===== config.mk =====
export PLATFORM = sky130hd
export DESIGN_NAME = coin_acceptor
export DESIGN_NICKNAME = d
export VERILOG_FILES = /design/src/rtl/coin_acceptor_pkg.sv /design/src/rtl/coin_acceptor_sync_chain.sv /design/src/rtl/coin_acceptor.sv
export SDC_FILE = /design/constraint.sdc
export NUM_CORES = 1
export LEC_CHECK = 0
export CAP_MARGIN = 20
export CORE_UTILIZATION = 52
export CTS_CLUSTER_SIZE = 12
export DETAILED_ROUTE_END_ITERATION = 12
export PLACE_DENSITY = 0.88
export SYNTH_ARGS = -nofsm -noshare
export SYNTH_HDL_FRONTEND = slang
export SYNTH_HIERARCHICAL = 1
export SYNTH_SLANG_ARGS = --single-unit

===== constraint.sdc =====
create_clock -name clk -period 1.85 [get_ports clk]
set_input_delay 0.185 -clock clk [delete_from_list [all_inputs] [get_ports clk]]
set_output_delay 0.185 -clock clk [all_outputs]
set_load 0.02 [all_outputs]

===== src/rtl/coin_acceptor_pkg.sv =====
// Shared types for the coin acceptor: FSM state encoding, coin codes and the
// output pulse bundle with its decode rule.
package coin_pkg;

   typedef enum logic [2:0] {
      IDLE     = 3'd0,
      DEBOUNCE = 3'd1,
      EMIT     = 3'd2,
      RELEASE  = 3'd3,
      GAP      = 3'd4
   } acc_state_t;

   localparam logic [2:0] COIN_50  = 3'b001;
   localparam logic [2:0] COIN_100 = 3'b010;
   localparam logic [2:0] COIN_200 = 3'b100;

   typedef struct packed {
      logic reject;
      logic r200;
      logic r100;
      logic r50;
   } pulse_t;

   // A single clean coin is credited only when the fsm accepts; everything else is returned.
   function automatic pulse_t pulse_decode(input logic [2:0] code, input logic accept);
      pulse_t p;
      p = '0;
      if (!accept) begin
         p.reject = 1'b1;
      end else begin
         case (code)
            COIN_50:  p.r50    = 1'b1;
            COIN_100: p.r100   = 1'b1;
            COIN_200: p.r200   = 1'b1;
            default:  p.reject = 1'b1;
         endcase
      end
      return p;
   endfunction

endpackage


===== src/rtl/coin_acceptor_sync_chain.sv =====
// Single-bit metastability synchroniser: STAGES flops in series, cleared by
// the asynchronous active-low reset.
module sync_chain #(
   parameter int STAGES = 2
) (
   input  logic clk,
   input  logic rst,
   input  logic d,
   output logic q
);

   logic [STAGES-1:0] sync_q;
   logic [STAGES-1:0] sync_d;

   always_comb begin
      sync_d = {sync_q[STAGES-2:0], d};
   end

   // NOTE: sequential state uses non-blocking assignments so every flop samples pre-edge values.
   always_ff @(posedge clk or negedge rst) begin
      if (!rst) begin
         sync_q <= '0;
      end else begin
         sync_q <= sync_d;
      end
   end

   assign q = sync_q[STAGES-1];

endmodule


===== src/rtl/coin_acceptor.sv =====
// Coin-slot front end: synchronises and debounces three raw sensors and emits
// one registered credit or reject pulse per inserted coin.
module coin_acceptor
   import coin_pkg::*;
#(
   parameter int SYNC_STAGES     = 2,
   parameter int DEBOUNCE_CYCLES = 4
) (
   input  logic       clk,
   input  logic       rst,
   input  logic       coin_50_raw,
   input  logic       coin_100_raw,
   input  logic       coin_200_raw,
   input  logic       accept_en,
   output logic       r50,
   output logic       r100,
   output logic       r200,
   output logic       reject,
   output logic [2:0] state
);

   localparam int                CNT_W   = $clog2(DEBOUNCE_CYCLES + 1);
   localparam logic [CNT_W-1:0]  CNT_MAX = CNT_W'(DEBOUNCE_CYCLES);
   localparam logic [CNT_W-1:0]  CNT_ONE = CNT_W'(1);

   logic [2:0] raw;
   logic [2:0] s;

   assign raw = {coin_200_raw, coin_100_raw, coin_50_raw};

   for (genvar i = 0; i < 3; i++) begin : g_sync
      sync_chain #(.STAGES(SYNC_STAGES)) u_sync (
         .clk (clk),
         .rst (rst),
         .d   (raw[i]),
         .q   (s[i])
      );
   end

   acc_state_t       state_q, state_d;
   logic [2:0]       code_q,  code_d;
   logic [CNT_W-1:0] cnt_q,   cnt_d;
   pulse_t           pulse_q, pulse_d;

   always_comb begin
      // NOTE: every signal gets a default before the case, so no path can infer a latch.
      state_d = state_q;
      code_d  = code_q;
      cnt_d   = cnt_q;
      pulse_d = '0;
      case (state_q)
         IDLE: begin
            if (s != 3'b000) begin
               state_d = DEBOUNCE;
               code_d  = s;
               cnt_d   = CNT_ONE;
            end
         end
         DEBOUNCE: begin
            if (s == 3'b000) begin
               state_d = IDLE;
            end else if (s != code_q) begin
               code_d = s;
               cnt_d  = CNT_ONE;
            end else if (cnt_q == CNT_MAX) begin
               state_d = EMIT;
               pulse_d = pulse_decode(code_q, accept_en);
            end else begin
               cnt_d = cnt_q + CNT_ONE;
            end
         end
         EMIT: begin
            state_d = RELEASE;
            cnt_d   = '0;
         end
         // A coin still present keeps restarting the release count, so it can never re-emit.
         RELEASE: begin
            if (s != 3'b000) begin
               cnt_d = '0;
            end else if (cnt_q == CNT_MAX) begin
               state_d = GAP;
            end else begin
               cnt_d = cnt_q + CNT_ONE;
            end
         end
         GAP: begin
            state_d = IDLE;
         end
         default: begin
            state_d = IDLE;
         end
      endcase
   end

   always_ff @(posedge clk or negedge rst) begin
      if (!rst) begin
         state_q <= IDLE;
         code_q  <= '0;
         cnt_q   <= '0;
         pulse_q <= '0;
      end else begin
         state_q <= state_d;
         code_q  <= code_d;
         cnt_q   <= cnt_d;
         pulse_q <= pulse_d;
      end
   end

   assign r50    = pulse_q.r50;
   assign r100   = pulse_q.r100;
   assign r200   = pulse_q.r200;
   assign reject = pulse_q.reject;
   assign state  = state_q;

endmodule


==> impl_metrics.yaml, run 1 <==
die:
  die_h_um: 45.2
  start_util_pct: 55.6
  die_x_um: 45.2
  row_count: 15
  design.die.area_mm2: 0.00204
  core_area_mm2: 0.00175
  io_pins: 13
final_layout:
  antenna_cells: 0
  register_area_um2: 475
  syn_to_final_growth_pct: 17.5
  num-nets-final: 105
  multi_input_area_um2: 467
  fill_cells: 134
  drive_above_1_share_pct: 21.9
synthesis:
  ys_ff_latch: 19
  synth_area_per_cell_um2: 11.8
  ys.flop_type: "dfrtp_1"
  synth_fp_nets: 90
  netlist_area_um2: 970
  synth-warning-count: 6
  yosysSeqAreaShare_pct: 49.0
  synth.distinct_cells: 38
  synth_edf_count: 0
  synthCells: 82
  postSynth.asyncResetShare_pct: 100
clocking:
  holdBufCountCts: 0
  cts_tree: "done"
  numCtsBuffers: 3
  clk_pin_slew_ps: 100
  clockBufferDepth: 2
  h-tree-depth: 1
  post_cts_buffers: 0
  cts.sinks: 19
  clock_latency_ps: 290
  root_buffer: "clkbuf_4"
  ctsResizeCount: 0
grt:
  grt_pass1_wl_um: 2650
  grt_pass1_vias: 621
  globalRoute.totalOverflow: 0
  track_usage_pct: 19.1
  antenna_found_initial: 0
  grt_max_degree: 20
critical_path:
  worst_path_max_delay_cell: "clkdlybuf4s50_1"
  cp_cell_sequence: "clkdlybuf4s50_1"
  path_delay_family: "buffers and inverters"
  crit_fanout: 13
  cp-start-kind: "flop"
  worstPathArrival_ps: 1550
  crit_path_max_incr_delay_ps: 680
  cp_num_buf_inv: 1
  endpoint_kind: "output pin"
  worstSetupPathType: "flop to output pin"
  cp.required_ps: 1660
placement:
  dpl.hpwl_um: 1250
  post-place-ws_ps: 275
  portBuffers: 12
  gp_congestion: 0.731
min_path:
  hold_path_class: "primary input to asynchronous set/reset pin"
timing:
  fmax_mhz: 577
  rsz0062_at_grt: "no"
  finalSetupViolCount: 0
  fin_crit_sh_pct: 93.6
  drv_slew: 0
  min_period_ps: 1730
  setup_ws_ps: 118
  maxSlewHeadroom_pct: 74.1
  fin_setup_tns_ps: 0
  fin_skew_ps: 2.89
  tightest_slew_ps: 386
  hold_viol_final: 0
detailed_routing:
  firstDrtPassIters: 4
  avgRoutedWirePerCell_um: 13.4
  drcViolationCount: 0
  detail-route-antenna-nets: 0
  drt_iter0_drc: 20
  wirelength_um: 1620
  routed_via_density: 5.66
  vias: 685
power_and_ir_drop:
  p_comb_share_pct: 15.1
  powerDensity_mw_per_mm2: 694
  seqPwrFrac_pct: 59.3
  ir_worst_vdd_uv: 570
  clkPwrFrac_pct: 25.6
  swShare_pct: 26.9
  internal_power_w: 0.000578
  p_switching_w: 0.000212
  cellLeakagePower_nw: 0.467
flow_run:
  max-cap-violations: 0
run_status:
  outcome: "finished clean"
[synth_stat cells, types with 2 or more instances]
cell	number	share of area [%]
a21oi_1	2	1.0
and2_1	2	1.3
dfrtp_1	19	49
ha_1	2	2.6
inv_1	3	1.2
mux2_2	3	3.5
nand2_1	4	1.5
nor2_1	6	2.3
nor2b_1	2	1.3
nor3_1	4	2.1
nor4b_2	3	4.6
o21ai_0	3	1.5
o21bai_1	2	1.5
xnor2_1	2	1.8
xnor2_2	2	3.4
[kinds of logic after synthesis]
family                   Yosys count  synth area share, %
multiplexers                       3                 3.48
buffers and inverters              6                 2.84
XOR/XNOR                           5                 6.06
AND/OR/NAND/NOR                   33                 26.2
flip-flops                        19                 49.0
AO/OA/AOI/OAI                     14                 9.81
adder cells (fa/ha/maj)            2                 2.58
[placed cells by master, fill, tap and decap left out, types with 2 or more instances in the layout]
cell	Yosys	routed
nor3_1	4	4
ha_1	2	2
o21ai_0	3	3
xnor2_2	2	2
and2_1	2	2
inv_1	3	3
a21oi_1	2	2
clkbuf_4	0	3
dfrtp_1	19	19
mux2_2	3	3
clkdlybuf4s50_1	0	12
o21bai_1	2	2
nor2b_1	2	2
xnor2_1	2	2
nor4b_2	3	3
nor2_1	6	6
nand2_1	4	4
[power groups by stage]
| stage | sequential, W | combinational (W) | clock [W] |
|---|---|---|---|
| 5_1_grt | 0.000474 | 0.000131 | 0.000233 |
| 6_report | 0.000469 | 0.000119 | 0.000203 |
| 3_3_place_gp | 0.000475 | 0.000117 | 0 |
| 2_1_floorplan | 0.000462 | 0.0000984 | 0 |
| 3_5_place_dp | 0.000478 | 0.000121 | 0 |
| 4_1_cts | 0.000469 | 0.000122 | 0.000210 |
[final timing paths]
kind                                            start                         end  slack [ps]  cells past startpoint
max                                          state[1]                    state[1]         120                      1
min                                               rst                    cnt_q[1]         210                      2
max reg2reg                                  cnt_q[0]                        r200         270                      6
min reg2reg                g_sync[1].u_sync/sync_q[0]  g_sync[1].u_sync/sync_q[1]         360                      0
max in group asynchronous                         rst                    state[0]        1440                      2
min in group clk                          coin_50_raw  g_sync[0].u_sync/sync_q[0]         320                      1
[per-layer routing]
metal	global-route usage, %	share of wire [%]	vias up
met5	0	0	-
met4	9.09	1.2	0
met3	6.00	5.5	4
met2	31.0	52	28
met1	22.9	41	328
li1	-	-	325
[registers in the layout, summed over array words and instances (netlist names)]
register / cells
r50: 1
code_q: 3
cnt_q: 3
state: 3
r200: 1
g_sync.u_sync/sync_q: 6
r100: 1
reject: 1
[final cells by class]
class / instances / area share, %
inverters: 3 / 0.988
clock inverters: 1 / 0.439
clock buffers: 3 / 1.98
well taps: 25 / 2.74
flip-flops and latches: 19 / 41.7
multi-input cells: 57 / 40.9
repair buffers: 13 / 11.2
[stage by stage]
stage / power (W) / utilization [%] / cell area, um2 / std cells / hold WS, ps
after floorplan: 0.000560 / - / 970 / 82 / -111
after global placement: 0.000591 / 63.7 / 1110 / 117 / 333
after detailed placement: 0.000599 / 63.7 / 1110 / 117 / 335
after CTS: 0.000801 / 65.3 / 1140 / 121 / 213
after global routing: 0.000838 / 65.3 / 1140 / 121 / 223
final: 0.000791 / 65.3 / 1140 / 121 / 212
(Power assumes the default switching activity.)
==> inputs of run 2 (changes only) <==
ABC_CLOCK_PERIOD_IN_PS = 1850   (was not set)
==> results of run 2 <==
The final DEF is identical to that of run 1; final timing and power are the same.
